`src/rtl/mem_access_stage.sv`:
```
`default_nettype none
// ============================================================================
// Module      : mem_access_stage
// Description : Memory-access stage of the 5-stage RV32 pipeline. Takes the
//               registered EX/MEM fields and performs loads and stores over a
//               req/ack data bus. Upstream stages are stalled while a transfer
//               is outstanding. Load data is aligned and extended, and all
//               fields are then registered into the MEM/WB pipeline register.
//               A transfer that sees no ack for TIMEOUT bus cycles is aborted
//               and flagged on bus_err_w.
// Macro       : MEM_MISALIGN_TRAP_EN - when defined, misaligned halfword and
//               word accesses never reach the bus and are flagged as errors.
//               When undefined, they use the aligned word address, and lanes
//               shifted past byte 3 are dropped.
// Ports       : clk, reset (async, active-high)
//               *_m          EX/MEM inputs (address, store data, rd, PC+4,
//                            regwrite, resultsrc, memwrite, funct3)
//               bus_*        req/ack data bus (word address, replicated
//                            store data, byte strobes, read data, ack)
//               stall_m      hold EX/MEM and earlier stages
//               *_w          MEM/WB outputs, including bus_err_w
// Revision    : 1.0 - initial release
// ============================================================================
module mem_access_stage #(
  parameter int unsigned TIMEOUT = 16
) (
  input  logic        clk,
  input  logic        reset,
  input  logic [31:0] alu_result_m,
  input  logic [31:0] write_data_m,
  input  logic [4:0]  rd_m,
  input  logic [31:0] pcplus4_m,
  input  logic        regwrite_m,
  input  logic [1:0]  resultsrc_m,
  input  logic        memwrite_m,
  input  logic [2:0]  funct3_m,
  output logic        bus_req,
  output logic        bus_we,
  output logic [31:0] bus_addr,
  output logic [31:0] bus_wdata,
  output logic [3:0]  bus_wstrb,
  input  logic [31:0] bus_rdata,
  input  logic        bus_ack,
  output logic        stall_m,
  output logic [31:0] alu_result_w,
  output logic [31:0] read_data_w,
  output logic [31:0] pcplus4_w,
  output logic [4:0]  rd_w,
  output logic        regwrite_w,
  output logic [1:0]  resultsrc_w,
  output logic        bus_err_w
);

`ifdef MEM_MISALIGN_TRAP_EN
  localparam bit TRAP_EN = 1'b1;
`else
  localparam bit TRAP_EN = 1'b0;
`endif

  localparam logic [7:0] TO_LAST = 8'(TIMEOUT - 1);

  localparam logic [1:0] SZ_BYTE = 2'd0;
  localparam logic [1:0] SZ_HALF = 2'd1;
  localparam logic [1:0] SZ_WORD = 2'd2;

  typedef enum logic [1:0] {
    IDLE = 2'd0,
    BUS  = 2'd1,
    DONE = 2'd2
  } state_t;

  state_t      r_state, w_state_next;
  logic [7:0]  r_cnt;
  logic        r_err;
  logic [31:0] r_rdata;
  logic [1:0]  r_off;
  logic [1:0]  r_size;
  logic        r_sign;

  logic        w_access, w_misaligned, w_trap;
  logic [1:0]  w_off, w_size;
  logic [31:0] w_wdata;
  logic [3:0]  w_wstrb;
  logic [31:0] w_shifted, w_load_data;

  // Access decode. Stores and loads use different funct3 size tables:
  // funct3 bit 2 selects unsigned for loads but means "word" for stores.
  always_comb begin
    w_access = memwrite_m | (resultsrc_m == 2'b01);
    w_off    = alu_result_m[1:0];
    if (memwrite_m) begin
      case (funct3_m)
        3'b000:  w_size = SZ_BYTE;
        3'b001:  w_size = SZ_HALF;
        default: w_size = SZ_WORD;
      endcase
    end else begin
      case (funct3_m)
        3'b000, 3'b100: w_size = SZ_BYTE;
        3'b001, 3'b101: w_size = SZ_HALF;
        default:        w_size = SZ_WORD;
      endcase
    end
    w_misaligned = ((w_size == SZ_HALF) && w_off[0]) ||
                   ((w_size == SZ_WORD) && (w_off != 2'b00));
    w_trap = TRAP_EN && w_misaligned;
  end

  // Store lane steering. A 4-bit shift drops strobes pushed past lane 3.
  always_comb begin
    case (w_size)
      SZ_BYTE: begin
        w_wdata = {4{write_data_m[7:0]}};
        w_wstrb = 4'b0001 << w_off;
      end
      SZ_HALF: begin
        w_wdata = {2{write_data_m[15:0]}};
        w_wstrb = 4'b0011 << w_off;
      end
      default: begin
        w_wdata = write_data_m;
        w_wstrb = 4'b1111;
      end
    endcase
  end

  // Load alignment and extension from the latched read data.
  always_comb begin
    w_shifted = r_rdata >> {r_off, 3'b000};
    case (r_size)
      SZ_BYTE: w_load_data = {{24{r_sign & w_shifted[7]}}, w_shifted[7:0]};
      SZ_HALF: w_load_data = {{16{r_sign & w_shifted[15]}}, w_shifted[15:0]};
      default: w_load_data = w_shifted;
    endcase
  end

  // Next state and stall. Stall is forced low during reset so the upstream
  // stages are released while the stage is held idle.
  always_comb begin
    w_state_next = r_state;
    stall_m      = 1'b0;
    case (r_state)
      IDLE: begin
        if (w_access) begin
          stall_m      = 1'b1;
          w_state_next = w_trap ? DONE : BUS;
        end
      end
      BUS: begin
        stall_m = 1'b1;
        if (bus_ack || (r_cnt == TO_LAST)) begin
          w_state_next = DONE;
        end
      end
      DONE:    w_state_next = IDLE;
      default: w_state_next = IDLE;
    endcase
    if (reset) begin
      stall_m = 1'b0;
    end
  end

  always_ff @(posedge clk or posedge reset) begin
    if (reset) begin
      r_state      <= IDLE;
      r_cnt        <= 8'd0;
      r_err        <= 1'b0;
      r_rdata      <= 32'd0;
      r_off        <= 2'd0;
      r_size       <= SZ_BYTE;
      r_sign       <= 1'b0;
      bus_req      <= 1'b0;
      bus_we       <= 1'b0;
      bus_addr     <= 32'd0;
      bus_wdata    <= 32'd0;
      bus_wstrb    <= 4'd0;
      alu_result_w <= 32'd0;
      read_data_w  <= 32'd0;
      pcplus4_w    <= 32'd0;
      rd_w         <= 5'd0;
      regwrite_w   <= 1'b0;
      resultsrc_w  <= 2'd0;
      bus_err_w    <= 1'b0;
    end else begin
      r_state <= w_state_next;

      case (r_state)
        IDLE: begin
          r_cnt <= 8'd0;
          r_err <= w_access & w_trap;
          if (w_access && !w_trap) begin
            bus_req   <= 1'b1;
            bus_we    <= memwrite_m;
            bus_addr  <= {alu_result_m[31:2], 2'b00};
            bus_wdata <= memwrite_m ? w_wdata : 32'd0;
            bus_wstrb <= memwrite_m ? w_wstrb : 4'd0;
            r_off     <= w_off;
            r_size    <= w_size;
            r_sign    <= ~funct3_m[2];
          end
        end
        BUS: begin
          // Ack on the final allowed cycle still completes normally.
          if (bus_ack) begin
            bus_req <= 1'b0;
            r_rdata <= bus_rdata;
          end else if (r_cnt == TO_LAST) begin
            bus_req <= 1'b0;
            r_err   <= 1'b1;
          end else begin
            r_cnt <= r_cnt + 8'd1;
          end
        end
        default: ;
      endcase

      // MEM/WB register: a bubble (no write, no error) while stalled.
      alu_result_w <= alu_result_m;
      pcplus4_w    <= pcplus4_m;
      rd_w         <= rd_m;
      resultsrc_w  <= resultsrc_m;
      regwrite_w   <= ~stall_m & regwrite_m & ~((r_state == DONE) & r_err);
      bus_err_w    <= (r_state == DONE) & r_err;
      read_data_w  <= ((r_state == DONE) && !r_err && !bus_we) ? w_load_data : 32'd0;
    end
  end

endmodule
`default_nettype wire

```
`config.mk`:
```
export PLATFORM = sky130hd
export DESIGN_NAME = mem_access_stage
export DESIGN_NICKNAME = d
export VERILOG_FILES = /design/src/rtl/mem_access_stage.sv
export SDC_FILE = /design/constraint.sdc
export NUM_CORES = 1
export LEC_CHECK = 0
export ABC_AREA = 1
export CORE_UTILIZATION = 49
export CTS_BUF_LIST = sky130_fd_sc_hd__clkbuf_8
export DETAILED_ROUTE_END_ITERATION = 7
export PLACE_DENSITY_LB_ADDON = 0.12
export SLEW_MARGIN = 20
export SYNTH_ARGS = -nofsm -noshare
export SYNTH_HDL_FRONTEND = slang
export SYNTH_SLANG_ARGS = --single-unit
```
`constraint.sdc`:
```
create_clock -name clk -period 15.3 [get_ports clk]
set_clock_uncertainty 0.15 [all_clocks]
set_input_delay 3.06 -clock clk [delete_from_list [all_inputs] [get_ports clk]]
set_output_delay 3.06 -clock clk [all_outputs]
set_load 0.03 [all_outputs]
```
==> impl_metrics.ini, run 1 <==
[run_status]
status = completed

[worst_hold_path]
min-delay-start = bus_addr[17]
min_to = bus_addr[17]
min_path_type = reg2reg
whs_path_depth = 2

[synthesis]
syn_inst = 869
synth_compound_area_share_pct = 6.61
synthMuxAreaShare_pct = 0
synth_fa_ha_area_share_pct = 0.149
synth_top_family_by_area = simple AND/OR/NAND/NOR gates
yosysTopAreaCell = dfrtp_1
synth.top_cell.area_share_pct = 66.0
ys_seq_area_share_pct = 66.0
synth-xor-area-share_pct = 0.104
synth.avg_cell_area_sq_um = 9.65
yosys-top-cells-area = dfrtp_1 (66%), nand2_1 (17%), o21ai_0 (3.3%)
syn_area_sq_mm = 0.00839
ys_ff_latch = 221
ys_warn_count = 0
synth-simple-area-share_pct = 22.0
yosysUniqueCellTypes = 31

[finish]
area_growth_pct = 48.3
final_util_pct = 74.7
multi_input_area_sq_mm = 0.00243
layout_common_cells = nand2_1 (369), clkdlybuf4s50_1 (316), dfrtp_1 (221)
n_fill_cell = 1244
antenna_cells = 0
regArea_sq_mm = 0.00553
fin_cells = 1436
drive_gt1_share_pct = 6.99
nets = 1332
fin_area_sq_mm = 0.0124
final_common_cell = nand2_1

[detailed_routing]
routed_via_density = 4.99
detail-route-antenna-nets = 0
wl_mm = 23.2
vias = 7163
first_pass_iters = 5
initialDrtViolationCount = 586
drc_errors = 0
routedWlPerCell_um = 16.2

[setup_path]
worst_r2r_endpoint = regwrite_w
crit_fanout = 34
crit_arrival_ps = 5890
path_cells = clkdlybuf4s50_1 > inv_1 > nand2_1 > nand2_1 > nand2_2 > clkinv_1 > o21ai_0 > inv_1 > clkdlybuf4s50_1
reg2reg_from = r_state[1]
critical_path_class = in2out
rr_worst_depth = 6
rrSetupSlack_ps = 12790
critPathRequiredTime_ps = 12090
slowest_delay_ps = 770
critPathLaunchType = primary input
end_kind = output port
crit_slowest_cell = clkinv_1

[die]
start_util_pct = 50.4
die-height_um = 133
io_pins = 319
coreArea_sq_mm = 0.0166
num_rows = 47
die_area_sq_mm = 0.0176
die_x_um = 133

[clock_tree]
path_clk_slew_ps = 50
numCtsBuffers = 38
clockBufferDepth = 3
hold_buffers = 0
clock_latency_ps = 530
post_cts.repair.setup_buffers = 0
cts_tree = yes
ctsResizeCount = 0
htreeDepth = 2
cts_sinks = 221
cts-root-buf = clkbuf_8

[sta]
final_hold_viol_count = 0
whs_ps = 330
max_slew_margin_pct = 32.0
setup_viol = 0
rsz0062_at_grt = no
min_period_ps = 9100
finalMaxSlewViolations = 0
fin_tns_setup_ps = 0
fin_crit_sh_pct = 59.5
fmax_ghz = 0.110
worst_slew_pin_slew_ps = 1010

[global_route]
grt_overflow = 0
antenna_found_initial = 0
grt_max_degree = 117
grt_pass1_wl_mm = 37.1
grt_pass1_vias = 7090
groute.usage.overall_pct = 27.1

[place]
numPlacedInstances = 1368
port_buffers = 316
globalplace.congestion = 0.872
placed_area_sq_mm = 0.0116
dp_hpwl_mm = 16.1

[job]
maxCapViolCount = 0

[pwr]
powerDensity_mw_per_mm2 = 184
leakagePower_nw = 5.99
vdd_drop_max_v = 0.000175
[critical path: cells and delay by family]
family	cells	cell delay [ps]
AOI/OAI and AO/OA	1	660
buffers and inverters	5	1970
and+or+nand+nor	3	180
[report_power, final]
part	internal (W)	switching (W)
registers	0.000739	0.000116
logic	0.000326	0.000562
clock network	0.000310	0.000235
[metal layers]
metal  part of all wire, %  vias to the layer above  track usage (%)
met5                     0                        -                0
met2                    49                      331             44.1
met3                   9.3                       58             8.24
met1                    38                     3400             33.5
met4                   2.8                        0             11.4
li1                      -                     3374                -
[synthesized netlist by cell type (all sizes together)]
library cell / number
xnor2: 1
a21oi: 18
nand3: 36
nand2: 373
nand3b: 2
dfrtp: 221
nand4: 3
o2111ai: 16
or2: 1
ha: 1
clkbuf: 15
clkinv: 3
conb: 1
nor3: 1
o21ai: 56
inv: 52
buf: 26
a31oi: 7
nor2: 36
[worst max-delay path by stage]
stage,cells after the start,start,to,slack [ps]
2_1_floorplan,3,reset,stall_m,3270
3_3_place_gp,8,memwrite_m,stall_m,6400
6_report,9,resultsrc_m[1],stall_m,6200
3_5_place_dp,8,memwrite_m,stall_m,6380
4_1_cts,8,memwrite_m,stall_m,6390
5_1_grt,9,resultsrc_m[1],stall_m,5960
[flip-flops by register name (all words and copies together) (netlist names), 2 cells and up]
name and count:
alu_result_w 32, bus_wdata 32, pcplus4_w 32, r_rdata 32, read_data_w 32, bus_addr 30, r_cnt 8, rd_w 5
bus_wstrb 4, r_off 2, r_size 2, r_state 2, resultsrc_w 2
[logic make-up (layout without fill, tap and decap cells)]
logic type      count (synthesis)  count (layout)
compound gates                 97              97
simple gates                  452             452
flops                         221             221
xor+xnor                        1               1
buf+inv                        96             442
fa+ha+maj                       1               1
other cells                     1               2
[layout make-up]
cell class | count | share of cell area (%)
Clock inverter | 18 | 0.845
Sequential cell | 221 | 44.5
Multi-Input combinational cell | 553 | 19.5
Timing Repair Buffer | 319 | 25.6
Inverter | 55 | 1.81
Tap cell | 220 | 2.21
Clock buffer | 50 | 5.53
[metrics by stage]
step                      power, W  worst slack, ps
after CTS                  0.00230             6390
after global routing       0.00242             5960
after floorplan            0.00139             3270
after detailed placement   0.00174             6380
final                      0.00229             6200
after global placement     0.00173             6400
Power figures use the tool's default switching activity.
==> run 2, diff against run 1 <==
- CORE_UTILIZATION: 49 -> 41
- clock period: 15.3 -> 8.18 ns (I/O delays scaled with it)
==> impl_metrics.ini, run 2 (same netlist as run 1, synthesis figures left out) <==
[clock_tree]
numCtsBuffers = 39
ctsResizeCount = 0
cts_sinks = 221
clock_latency_ps = 520
path_clk_slew_ps = 60
cts_tree = yes
post_cts.repair.setup_buffers = 0
hold_buffers = 0
clockBufferDepth = 3
cts-root-buf = clkbuf_8
htreeDepth = 2

[place]
dp_hpwl_mm = 16.1
placed_area_sq_mm = 0.0117
port_buffers = 316
globalplace.congestion = 0.853

[setup_path]
critPathRequiredTime_ps = 6390
end_kind = output port
crit_arrival_ps = 3770
rrSetupSlack_ps = 5680
crit_fanout = 37
critical_path_class = in2out
critPathLaunchType = primary input

[finish]
n_fill_cell = 1698
area_growth_pct = 49.4
nets = 1335
final_common_cell = nand2_1
drive_gt1_share_pct = 7.31
fin_area_sq_mm = 0.0125
layout_common_cells = nand2_1 (369), clkdlybuf4s50_1 (316), dfrtp_1 (221)

[global_route]
groute.usage.overall_pct = 23.1
grt_max_degree = 77
grt_pass1_wl_mm = 38.2
antenna_found_initial = 1
grt_overflow = 0
grt_pass1_vias = 7149

[worst_hold_path]
min_path_type = reg2reg

[detailed_routing]
wl_met3_mm = 1.79
initialDrtViolationCount = 384
met1Wirelength_mm = 9.48
routed_via_density = 4.75
wl_met2_mm = 11.8
routedWlPerCell_um = 15.9
detail-route-antenna-nets = 0
wl_mm = 23.6
first_pass_iters = 6
vias = 7043
top_layer = met4
drc_errors = 0

[die]
start_util_pct = 42.4
die-height_um = 145
die_area_sq_mm = 0.0210
num_rows = 51
io_pins = 319
die_x_um = 145
coreArea_sq_mm = 0.0198

[sta]
worst_slew_pin_slew_ps = 957
fmax_ghz = 0.180
finalMaxSlewViolations = 0
final_hold_viol_count = 0
min_period_ps = 5560
rsz0062_at_grt = no
fin_tns_setup_ps = 0
fin_crit_sh_pct = 67.9
max_slew_margin_pct = 36.0
whs_ps = 326
setup_viol = 0

[run_status]
status = completed

[pwr]
leakagePower_nw = 6.00
finalPower_w = 0.00431
powerDensity_mw_per_mm2 = 344
vdd_drop_max_v = 0.000229

[job]
maxCapViolCount = 0
## run 2: changes by cell type in the layout (fill, tap and decap cells not counted), sizes merged
cell      previous run  this run
diode                0         1
clkinvlp             0         2
buf                  3         5
inv                 67        63
clkinv               5         6
bufinv               1         2
## run 2: final timing paths
check                                  from              end  cells after the start
worst min register to register  bus_addr[2]      bus_addr[2]                      2
worst max-delay path                  reset          stall_m                      5
worst min-delay path            bus_addr[2]      bus_addr[2]                      2
max in group asynchronous             reset      bus_addr[9]                      4
worst max register to register     r_off[0]  read_data_w[20]                      7
min in group asynchronous             reset    pcplus4_w[19]                      2
## run 2: through the flow
stage / worst slack, ps / utilization [%] / cells
2_1_floorplan: 898 / - / 870
3_3_place_gp: 2570 / 59.2 / 1415
3_5_place_dp: 2540 / 59.2 / 1415
4_1_cts: 2540 / 63.3 / 1483
5_1_grt: 2300 / 63.3 / 1484
6_report: 2620 / 63.3 / 1484
## run 2: cell type report
| type | count | area [sq um] | share of cell area [%] |
|---|---|---|---|
| inverters | 55 | 221 | 1.77 |
| clock buffers | 50 | 688 | 5.49 |
| well taps | 265 | 332 | 2.65 |
| flip-flops and latches | 221 | 5530 | 44.1 |
| repair buffers | 321 | 3200 | 25.5 |
| diodes | 1 | 2.50 | 0.0200 |
| clock inverters | 18 | 128 | 1.02 |
| multi-input cells | 553 | 2430 | 19.4 |
## run 2: layer usage
layer  vias to the layer above  GRT usage [%]
li1                       3387              -
met1                      3346           28.2
met2                       265           39.2
met3                        45           6.19
met4                         0           8.35
met5                         -              0
## run 2: report_power, final
part	switching (W)	internal, W	total, W
Clock	0.000448	0.000610	0.00106
Combinational	0.00104	0.000611	0.00165
Sequential	0.000218	0.00138	0.00160
## run 2: critical path, stage by stage
cell and delay, ps:
clkdlybuf4s50_1 500, clkinvlp_4 620, o21ai_0 350, inv_1 60, clkdlybuf4s50_1 600
